===== src/rtl/unified_mem_arbiter_pkg.sv =====
// Shared definitions for the unified memory arbiter: FSM state encoding
// and the data-request error predicate.
package unified_mem_arbiter_pkg;

    typedef enum logic [2:0] {
        ST_IDLE    = 3'd0,
        ST_BUSY_IF = 3'd1,
        ST_BUSY_DM = 3'd2,
        ST_RESP    = 3'd3,
        ST_HALTED  = 3'd4
    } arb_state_t;

    // A data request is illegal when it asks for both read and write,
    // or when alignment checking is on and the address is odd.
    function automatic logic dm_req_bad(
        input logic        rd,
        input logic        wr,
        input logic [15:0] addr,
        input logic        align_chk
    );
        return (rd & wr) | (align_chk & addr[0]);
    endfunction

endpackage


===== src/rtl/unified_mem_arbiter_mem_lat_cnt.sv =====
// Access-length counter: counts 0..MEM_LAT-1 while enabled and flags the
// final held cycle of a memory access.
module mem_lat_cnt #(
    parameter int MEM_LAT = 4
) (
    input  logic i_clk,
    input  logic i_rst_n,
    input  logic i_clr,
    input  logic i_en,
    output logic o_last
);

    localparam int CW = (MEM_LAT > 1) ? $clog2(MEM_LAT) : 1;
    localparam logic [CW-1:0] LAST = CW'(MEM_LAT - 1);

    logic [CW-1:0] r_cnt;

    // Count held cycles of the current access, wrapping on the last one.
    always_ff @(posedge i_clk or negedge i_rst_n) begin
        if (!i_rst_n) begin
            r_cnt <= {CW{1'b0}};
        end else if (i_clr) begin
            r_cnt <= {CW{1'b0}};
        end else if (i_en) begin
            if (r_cnt == LAST) begin
                r_cnt <= {CW{1'b0}};
            end else begin
                r_cnt <= r_cnt + CW'(1);
            end
        end else begin
            r_cnt <= r_cnt;
        end
    end

    assign o_last = i_en & (r_cnt == LAST);

endmodule


===== src/rtl/unified_mem_arbiter.sv =====
// Unified memory arbiter: shares one fixed-latency single-port memory
// between instruction fetch and data load/store. Data wins conflicts,
// each access is followed by a one-cycle response, HALT freezes fetch.
module unified_mem_arbiter
    import unified_mem_arbiter_pkg::*;
#(
    parameter int MEM_LAT   = 4,
    parameter bit ALIGN_CHK = 1'b1
) (
    input  logic        i_clk,
    input  logic        i_rst_n,
    input  logic        i_if_req,
    input  logic [15:0] i_if_addr,
    output logic [15:0] o_if_rdata,
    output logic        o_if_done,
    output logic        o_if_stall,
    input  logic        i_dm_rd,
    input  logic        i_dm_wr,
    input  logic [15:0] i_dm_addr,
    input  logic [15:0] i_dm_wdata,
    output logic [15:0] o_dm_rdata,
    output logic        o_dm_done,
    output logic        o_dm_err,
    output logic        o_dm_stall,
    input  logic        i_halt,
    output logic        o_halted,
    output logic        o_mem_en,
    output logic        o_mem_wr,
    output logic [15:0] o_mem_addr,
    output logic [15:0] o_mem_wdata,
    input  logic [15:0] i_mem_rdata
);

    arb_state_t  r_state;
    logic        r_mem_en;
    logic        r_mem_wr;
    logic [15:0] r_mem_addr;
    logic [15:0] r_mem_wdata;
    logic [15:0] r_if_rdata;
    logic [15:0] r_dm_rdata;
    logic        r_if_done;
    logic        r_dm_done;
    logic        r_dm_err;
    logic        r_halted;

    logic w_dm_req;
    logic w_dm_bad;
    logic w_busy;
    logic w_last;

    assign w_dm_req = i_dm_rd | i_dm_wr;
    assign w_dm_bad = dm_req_bad(i_dm_rd, i_dm_wr, i_dm_addr, ALIGN_CHK);
    assign w_busy   = (r_state == ST_BUSY_IF) | (r_state == ST_BUSY_DM);

    mem_lat_cnt #(
        .MEM_LAT (MEM_LAT)
    ) u_lat_cnt (
        .i_clk   (i_clk),
        .i_rst_n (i_rst_n),
        .i_clr   (~w_busy),
        .i_en    (w_busy),
        .o_last  (w_last)
    );

    // Arbitration FSM: grants in IDLE, holds the strobe through BUSY,
    // pulses the winner's done in RESP, and parks in HALTED until reset.
    always_ff @(posedge i_clk or negedge i_rst_n) begin
        if (!i_rst_n) begin
            r_state     <= ST_IDLE;
            r_mem_en    <= 1'b0;
            r_mem_wr    <= 1'b0;
            r_mem_addr  <= 16'h0000;
            r_mem_wdata <= 16'h0000;
            r_if_rdata  <= 16'h0000;
            r_dm_rdata  <= 16'h0000;
            r_if_done   <= 1'b0;
            r_dm_done   <= 1'b0;
            r_dm_err    <= 1'b0;
            r_halted    <= 1'b0;
        end else begin
            r_if_done <= 1'b0;
            r_dm_done <= 1'b0;
            r_dm_err  <= 1'b0;
            case (r_state)
                ST_IDLE: begin
                    if (w_dm_req && w_dm_bad) begin
                        r_state   <= ST_RESP;
                        r_dm_done <= 1'b1;
                        r_dm_err  <= 1'b1;
                    end else if (w_dm_req) begin
                        r_state     <= ST_BUSY_DM;
                        r_mem_en    <= 1'b1;
                        r_mem_wr    <= i_dm_wr;
                        r_mem_addr  <= i_dm_addr;
                        r_mem_wdata <= i_dm_wdata;
                    end else if (i_if_req && !i_halt) begin
                        r_state    <= ST_BUSY_IF;
                        r_mem_en   <= 1'b1;
                        r_mem_wr   <= 1'b0;
                        r_mem_addr <= i_if_addr;
                    end else if (i_halt) begin
                        r_state  <= ST_HALTED;
                        r_halted <= 1'b1;
                    end else begin
                        r_state <= ST_IDLE;
                    end
                end
                ST_BUSY_IF: begin
                    if (w_last) begin
                        r_state    <= ST_RESP;
                        r_mem_en   <= 1'b0;
                        r_if_done  <= 1'b1;
                        r_if_rdata <= i_mem_rdata;
                    end else begin
                        r_state <= ST_BUSY_IF;
                    end
                end
                ST_BUSY_DM: begin
                    if (w_last) begin
                        r_state   <= ST_RESP;
                        r_mem_en  <= 1'b0;
                        r_mem_wr  <= 1'b0;
                        r_dm_done <= 1'b1;
                        // Stores leave the last load value untouched.
                        if (!r_mem_wr) begin
                            r_dm_rdata <= i_mem_rdata;
                        end else begin
                            r_dm_rdata <= r_dm_rdata;
                        end
                    end else begin
                        r_state <= ST_BUSY_DM;
                    end
                end
                ST_RESP: begin
                    r_state <= ST_IDLE;
                end
                ST_HALTED: begin
                    r_state  <= ST_HALTED;
                    r_halted <= 1'b1;
                end
                default: begin
                    r_state  <= ST_IDLE;
                    r_mem_en <= 1'b0;
                    r_mem_wr <= 1'b0;
                end
            endcase
        end
    end

    assign o_mem_en    = r_mem_en;
    assign o_mem_wr    = r_mem_wr;
    assign o_mem_addr  = r_mem_addr;
    assign o_mem_wdata = r_mem_wdata;
    assign o_if_rdata  = r_if_rdata;
    assign o_dm_rdata  = r_dm_rdata;
    assign o_if_done   = r_if_done;
    assign o_dm_done   = r_dm_done;
    assign o_dm_err    = r_dm_err;
    assign o_halted    = r_halted;
    assign o_if_stall  = i_if_req & ~r_if_done;
    assign o_dm_stall  = w_dm_req & ~r_dm_done;

endmodule


===== config.mk =====
export PLATFORM = sky130hd
export DESIGN_NAME = unified_mem_arbiter
export DESIGN_NICKNAME = d
export VERILOG_FILES = /design/src/rtl/unified_mem_arbiter_pkg.sv /design/src/rtl/unified_mem_arbiter_mem_lat_cnt.sv /design/src/rtl/unified_mem_arbiter.sv
export SDC_FILE = /design/constraint.sdc
export NUM_CORES = 1
export LEC_CHECK = 0
export CORE_UTILIZATION = 45
export DETAILED_ROUTE_END_ITERATION = 12
export PLACE_DENSITY_LB_ADDON = 0.08
export RECOVER_POWER = 50
export REMOVE_ABC_BUFFERS = 1
export SLEW_MARGIN = 20
export SYNTH_ARGS = -nofsm -noshare
export SYNTH_HDL_FRONTEND = slang
export SYNTH_SLANG_ARGS = --single-unit

===== constraint.sdc =====
create_clock -name i_clk -period 5.68 [get_ports i_clk]
set_clock_uncertainty 0.05 [all_clocks]
set_input_delay 1.136 -clock i_clk [delete_from_list [all_inputs] [get_ports i_clk]]
set_output_delay 1.136 -clock i_clk [all_outputs]
set_load 0.005 [all_outputs]

==> reports/metrics.csv, run 1 <==
metric,value,unit
outcome,completed,
r2r_end,o_if_rdata[4]$_DFFE_PN0P_,
ys_seq_elements,75,
n_antenna_cell,0,
r2r-start,u_lat_cnt.r_cnt[0]$_DFF_PN0_,
multi_input_area,1170,µm²
ys.warnings.count,0,
final_cell_mix,"clkdlybuf4s50_1, mux2_2, dfrtp_1, clkbuf_8, nor2_1",
p_int,1.65,mW
drive_above_1_share,28.3,%
coreArea,6760,µm²
slew_viol_final,0,
yosysSeqAreaShare,60.0,%
grt_use_total,19.1,%
power.switching,0.611,mW
start_util,46.3,%
final_cell_area,4780,µm²
rsz0062_at_grt,no,
grt_max_degree,76,
grt_pass1_wl,10.6,mm
route.detailed.drc,0,
wl_per_cell,15.1,µm
cts_max_level,3,
start_kind,primary input,
gr-total-overflow,0,
io_buffers,141,
clkLatencyLatePin,0.34,ns
ir_drop,294,µV
ctsResizeCount,0,
cts_made_buffers,9,
finalCriticalPeriod,3.77,ns
max_slew_margin,33.4,%
synth_top_cell_area_share,60.0,%
die_w,85.4,µm
post_cts_buffers,0,
drt-pass1-iter-count,4,
syn_area,3130,µm²
root_buffer,clkbuf_8,
holdBufCountCts,0,
place_area,4620,µm²
tns,0,ns
cts_buffer_depth,2,
endpoint_kind,output pin,
ios,142,
rrSetupSlack,3.32,ns
min_from,u_lat_cnt.r_cnt[0]$_DFF_PN0_,
area_growth,52.6,%
dp_hpwl,4.53,mm
seqPwrFrac,40.8,%
p_clk_share,18.2,%
clk_pin_slew,0.08,ns
fin_crit_sh,66.4,%
rows,30,
reg2reg_depth,4,
leakagePower,1.99,nW
synth.avg_cell_area,15.1,µm²
synth_area_leaders,"dfrtp_1, mux2_2, nor2_1, buf_4, nor4_4",
hold_path_class,reg2reg,
die_area,7290,µm²
via_per_inst,5.04,
routed_wl,6.61,mm
cp_max_fo,21,
drv_cap,0,
setup_violations,0,
tightestPinTransition,0.999,ns
cp_data_arrival_time,2.59,ns
cts_tree,built,
swShare,27.0,%
path_cells,clkdlybuf4s50_1 -> nor2_1 -> buf_4 -> nor2_1 -> clkdlybuf4s50_1,
mostFrequentLayoutCell,clkdlybuf4s50_1,
combinationalPowerShare,41.0,%
die_height,85.4,µm
grt_antenna_before_repair,0,
cts.sinks,75,
holdPathEnd,u_lat_cnt.r_cnt[0]$_DFF_PN0_,
path_class,in2out,
yosysTopAreaCell,dfrtp_1,
nFillCells,492,
critPathRequiredTime,4.49,ns
hold_path_depth,1,
num_vias,2202,
synthDistinctLibCells,34,
place.gp.congestion,0.727,
cp_slowest_cell,clkdlybuf4s50_1,
synthCells,207,
dr.first_iter.drc_count,40,
finalNetCount,423,
clock.fmax,0.265,GHz
power_density,474,nW/µm²
hold_viol,0,
ant_nets,0,
seqCellArea,1880,µm²
max_stage_delay,0.54,ns
grt_pass1_vias,2212,
## power groups by stage
stage	clock [mW]	combinational [mW]	sequential [mW]
after floorplan	0	0.317	0.945
after global placement	0	0.930	0.924
after detailed placement	0	0.940	0.939
after CTS	0.428	0.947	0.929
after global routing	0.450	0.995	0.956
final	0.413	0.928	0.922
## kinds of logic after synthesis
| logic type | after synthesis | share of synthesized area (%) |
|---|---|---|
| XOR/XNOR | 2 | 0.560 |
| AO/OA/AOI/OAI | 12 | 2.68 |
| adder cells (fa/ha/maj) | 2 | 0.719 |
| flip-flops | 75 | 60.0 |
| AND/OR/NAND/NOR | 24 | 5.12 |
| buffers and inverters | 12 | 2.20 |
| multiplexers | 80 | 28.8 |
## per-stage QoR
stage / cells / hold slack [ns] / util, % / setup slack, ns / power [mW]
after floorplan: 197 / 0.366 / - / 2.41 / 1.26
after global placement: 421 / 0.374 / 68.3 / 1.94 / 1.85
after detailed placement: 421 / 0.387 / 68.3 / 1.91 / 1.88
after CTS: 437 / 0.403 / 71.3 / 1.91 / 2.30
after global routing: 437 / 0.425 / 70.7 / 1.87 / 2.40
final: 437 / 0.405 / 70.7 / 1.91 / 2.26
## critical path, delay by kind of cell
family                 cells  cell delay [ns]
buffers and inverters      3             1.26
AND/OR/NAND/NOR            2             0.18
## Yosys cell counts
cell	count
a21boi_0	1
a21o_1	2
a21oi_1	2
a21oi_4	1
a32oi_1	1
and2_1	1
buf_1	1
buf_2	4
buf_4	3
buf_6	1
clkbuf_1	1
dfrtp_1	75
ha_1	1
inv_1	2
maj3_1	1
mux2_2	80
nand2_1	3
nand2b_1	1
nand3_1	1
nand3b_1	1
nand4_1	1
nor2_1	7
nor3_1	2
nor3b_1	1
nor3b_4	1
nor4_1	1
nor4_4	1
nor4bb_1	1
o21ai_0	4
o22ai_1	1
or2_2	1
or3_4	1
xnor2_1	1
xor2_1	1
## registers in the layout, summed over array words and instances (netlist names), 2 cells and up
signal,count
o_if_rdata,16
o_mem_addr,16
o_mem_wdata,16
r_state,3
o_dm_rdata,16
u_lat_cnt.r_cnt,2
## metal layers
metal / part of all wire [%] / GRT usage (%) / vias up / routed length, µm
met5: 0 / 0 / - / 0
met4: 0.89 / 8.33 / 0 / 59
met3: 9.7 / 8.46 / 6 / 644
met2: 46 / 29.8 / 93 / 3070
met1: 43 / 22.9 / 1075 / 2830
li1: - / - / 1028 / -
## layout make-up
type                            count  area share (%)
Sequential cell                    75            39.3
Clock buffer                       10            2.67
Tap cell                           80            2.10
Multi-Input combinational cell    120            24.5
Inverter                            2           0.157
Timing Repair Buffer              144            29.8
Clock inverter                      6            1.49
## how the worst max path moves through the flow
stage            start          to  slack (ns)  cells past startpoint
3_5_place_dp   i_dm_wr  o_dm_stall        1.91                      5
3_3_place_gp   i_dm_wr  o_dm_stall        1.94                      5
2_1_floorplan  i_dm_wr  o_dm_stall        2.41                      2
4_1_cts        i_dm_wr  o_dm_stall        1.91                      5
6_report       i_dm_wr  o_dm_stall        1.91                      5
5_1_grt        i_dm_wr  o_dm_stall        1.87                      5
No activity file was read; power rests on OpenSTA's default activity.
==> run 2: changes to the inputs <==
--- a/config.mk
+++ b/config.mk
@@ -5,7 +5,7 @@
 export SDC_FILE = /design/constraint.sdc
 export NUM_CORES = 1
 export LEC_CHECK = 0
-export CORE_UTILIZATION = 45
+export CORE_UTILIZATION = 37
 export DETAILED_ROUTE_END_ITERATION = 12
 export PLACE_DENSITY_LB_ADDON = 0.08
 export RECOVER_POWER = 50
==> constraint.sdc (replaced) <==
create_clock -name i_clk -period 3.35 [get_ports i_clk]
set_clock_uncertainty 0.05 [all_clocks]
set_input_delay 0.67 -clock i_clk [delete_from_list [all_inputs] [get_ports i_clk]]
set_output_delay 0.67 -clock i_clk [all_outputs]
set_load 0.005 [all_outputs]
==> run 2 against run 1 <==
  * The run now ends with max-capacitance violations, max-slew violations left
  * Clock-buffer cell count is the same
  * Global-route usage decreased by 2.7 points
  * First-iteration DRC count grew 110%
  * Utilization decreased by 12 points
  * Critical path depth unchanged
  * Worst hold slack got worse by 0.016 ns
==> reports/metrics.csv, run 2 (synthesized netlist as in run 1, its figures left out) <==
metric,value,unit,change
outcome,"complete, but fails checks",,
failed_checks,"max-capacitance violations, max-slew violations",,
dr.first_iter.drc_count,86,,+110%
grt_max_degree,76,,unchanged
final_cell_mix,"clkdlybuf4s50_1, mux2_2, dfrtp_1, dlygate4sd3_1, clkbuf_8",,
finalNetCount,424,,+0.24%
rows,33,,+10%
rsz0062_at_grt,no,,
cp_slowest_cell,clkbuf_1,,
grt_pass1_wl,10.8,mm,+2.2%
via_per_inst,4.71,,-6.6%
drive_above_1_share,28.9,%,+0.56 points
critPathRequiredTime,3.52,ns,-0.97 ns
gr-total-overflow,0,,unchanged
place.gp.congestion,0.758,,+4.2%
ctsResizeCount,0,,unchanged
totalPowerFinal,3.83,mW,+69%
startpoint,i_dm_wr,,
cp_data_arrival_time,3.01,ns,+0.42 ns
ir_drop,456,µV,+55%
nFillCells,706,,+43%
drt-pass1-iter-count,4,,unchanged
r2r-start,r_state[2]$_DFF_PN0_,,
cts_buffer_depth,2,,unchanged
die_area,8830,µm²,+21%
min_from,u_lat_cnt.r_cnt[0]$_DFF_PN0_,,
io_buffers,141,,unchanged
leakagePower,2.04,nW,+2.2%
clock.fmax,0.351,GHz,
cts_made_buffers,9,,unchanged
place_ws,0.600,ns,-1.31 ns
holdBufCountCts,0,,unchanged
fin_ws,0.503,ns,-1.41 ns
start_util,38.1,%,-8.2 points
endpoint_kind,flip-flop,,
cts_tree,built,,
ios,142,,unchanged
cp_max_fo,17,,-19%
die_w,94.0,µm,+10%
hold_path_class,reg2reg,,
clkLatencyLatePin,0.33,ns,about the same
worst_path_most_repeated_cell,mux2_2,,
ant_nets,0,,unchanged
cts_max_level,3,,unchanged
path_class,in2reg,,
setup_violations,0,,unchanged
hold_viol,0,,unchanged
start_kind,primary input,,
tightestPinTransition,1.80,ns,+0.797 ns
routed_wl,6.79,mm,+2.8%
grt_use_total,16.3,%,-2.7 points
root_buffer,clkbuf_8,,
tns,0,ns,unchanged
clk_pin_slew,0.07,ns,about the same
mostFrequentLayoutCell,clkdlybuf4s50_1,,
max_stage_delay,0.73,ns,+0.19 ns
die_height,94.0,µm,+10%
num_vias,2174,,-1.3%
post_cts_buffers,0,,unchanged
power_density,790,nW/µm²,+67%
drv_cap,1,,+1
route.detailed.drc,0,,unchanged
fin_crit_sh,85.0,%,
slew_viol_final,76,,+76
n_antenna_cell,0,,unchanged
cts.sinks,75,,unchanged
wl_per_cell,14.7,µm,-2.8%
area_growth,55.0,%,
finalCriticalPeriod,2.85,ns,
grt_antenna_before_repair,0,,unchanged
path_cells,dlygate4sd3_1 -> nor2_1 -> clkbuf_1 -> mux2_2 -> mux2_2,,
coreArea,8220,µm²,+22%
max_slew_margin,-19.7,%,-53 points
grt_pass1_vias,2223,,+0.50%
dp_hpwl,4.88,mm,+7.6%
## run 2: cell types whose count changed in the layout (fill, tap and decap cells not counted), moves of 2 or more
cell             delta
inv_6               -3
clkinvlp_4          -2
clkdlybuf4s50_1    -21
clkinv_2            +2
dlygate4sd3_1      +21
## run 2: worst paths after layout
kind | endpoint | slack, ns | cells after the start
min | u_lat_cnt.r_cnt[0]$_DFF_PN0_ | 0.39 | 1
max in group asynchronous | o_dm_rdata[7]$_DFFE_PN0P_ | 1.42 | 1
max | o_mem_addr[4]$_DFFE_PN0P_ | 0.50 | 5
max reg2reg | o_mem_wdata[15]$_DFFE_PN0P_ | 0.84 | 4
min in group asynchronous | o_mem_addr[6]$_DFFE_PN0P_ | 0.76 | 1
min reg2reg | u_lat_cnt.r_cnt[0]$_DFF_PN0_ | 0.39 | 1
## run 2: area by class of cell
type	count	area, µm²	area share (%)
Sequential cell	75	1880	38.7
Timing Repair Buffer	145	1430	29.5
Multi-Input combinational cell	120	1200	24.7
Tap cell	105	131	2.71
Clock buffer	10	128	2.63
Clock inverter	5	78.8	1.62
Inverter	2	7.51	0.155
## run 2: report_power, final
group	total (mW)	leakage [nW]	switching, mW	internal, mW
Combinational	1.54	1.00	0.452	1.09
Sequential	1.56	0.927	0.236	1.33
Clock	0.730	0.106	0.316	0.414
Total	3.83	2.04	1.00	2.83
## run 2: worst max-delay path: cells and delay by family
kind / cells / cell delay [ns]
AND/OR/NAND/NOR: 1 / 0.31
buffers and inverters: 2 / 1.34
multiplexers: 2 / 0.69
## run 2: routing by layer
metal,up-vias,track usage [%],wire length (µm)
li1,1034,-,-
met1,1036,20.0,2870
met2,94,25.7,3130
met3,10,5.34,660
met4,0,8.46,127
met5,-,0,0
## run 2: per-stage QoR
step | instances | hold slack, ns | cell area (µm²) | util, %
floorplan | 197 | 0.324 | 3070 | -
global placement | 447 | 0.374 | 4660 | 56.7
detailed placement | 447 | 0.383 | 4660 | 56.7
CTS | 462 | 0.393 | 4860 | 59.2
global route | 462 | 0.423 | 4850 | 59.0
finish | 462 | 0.389 | 4850 | 59.0
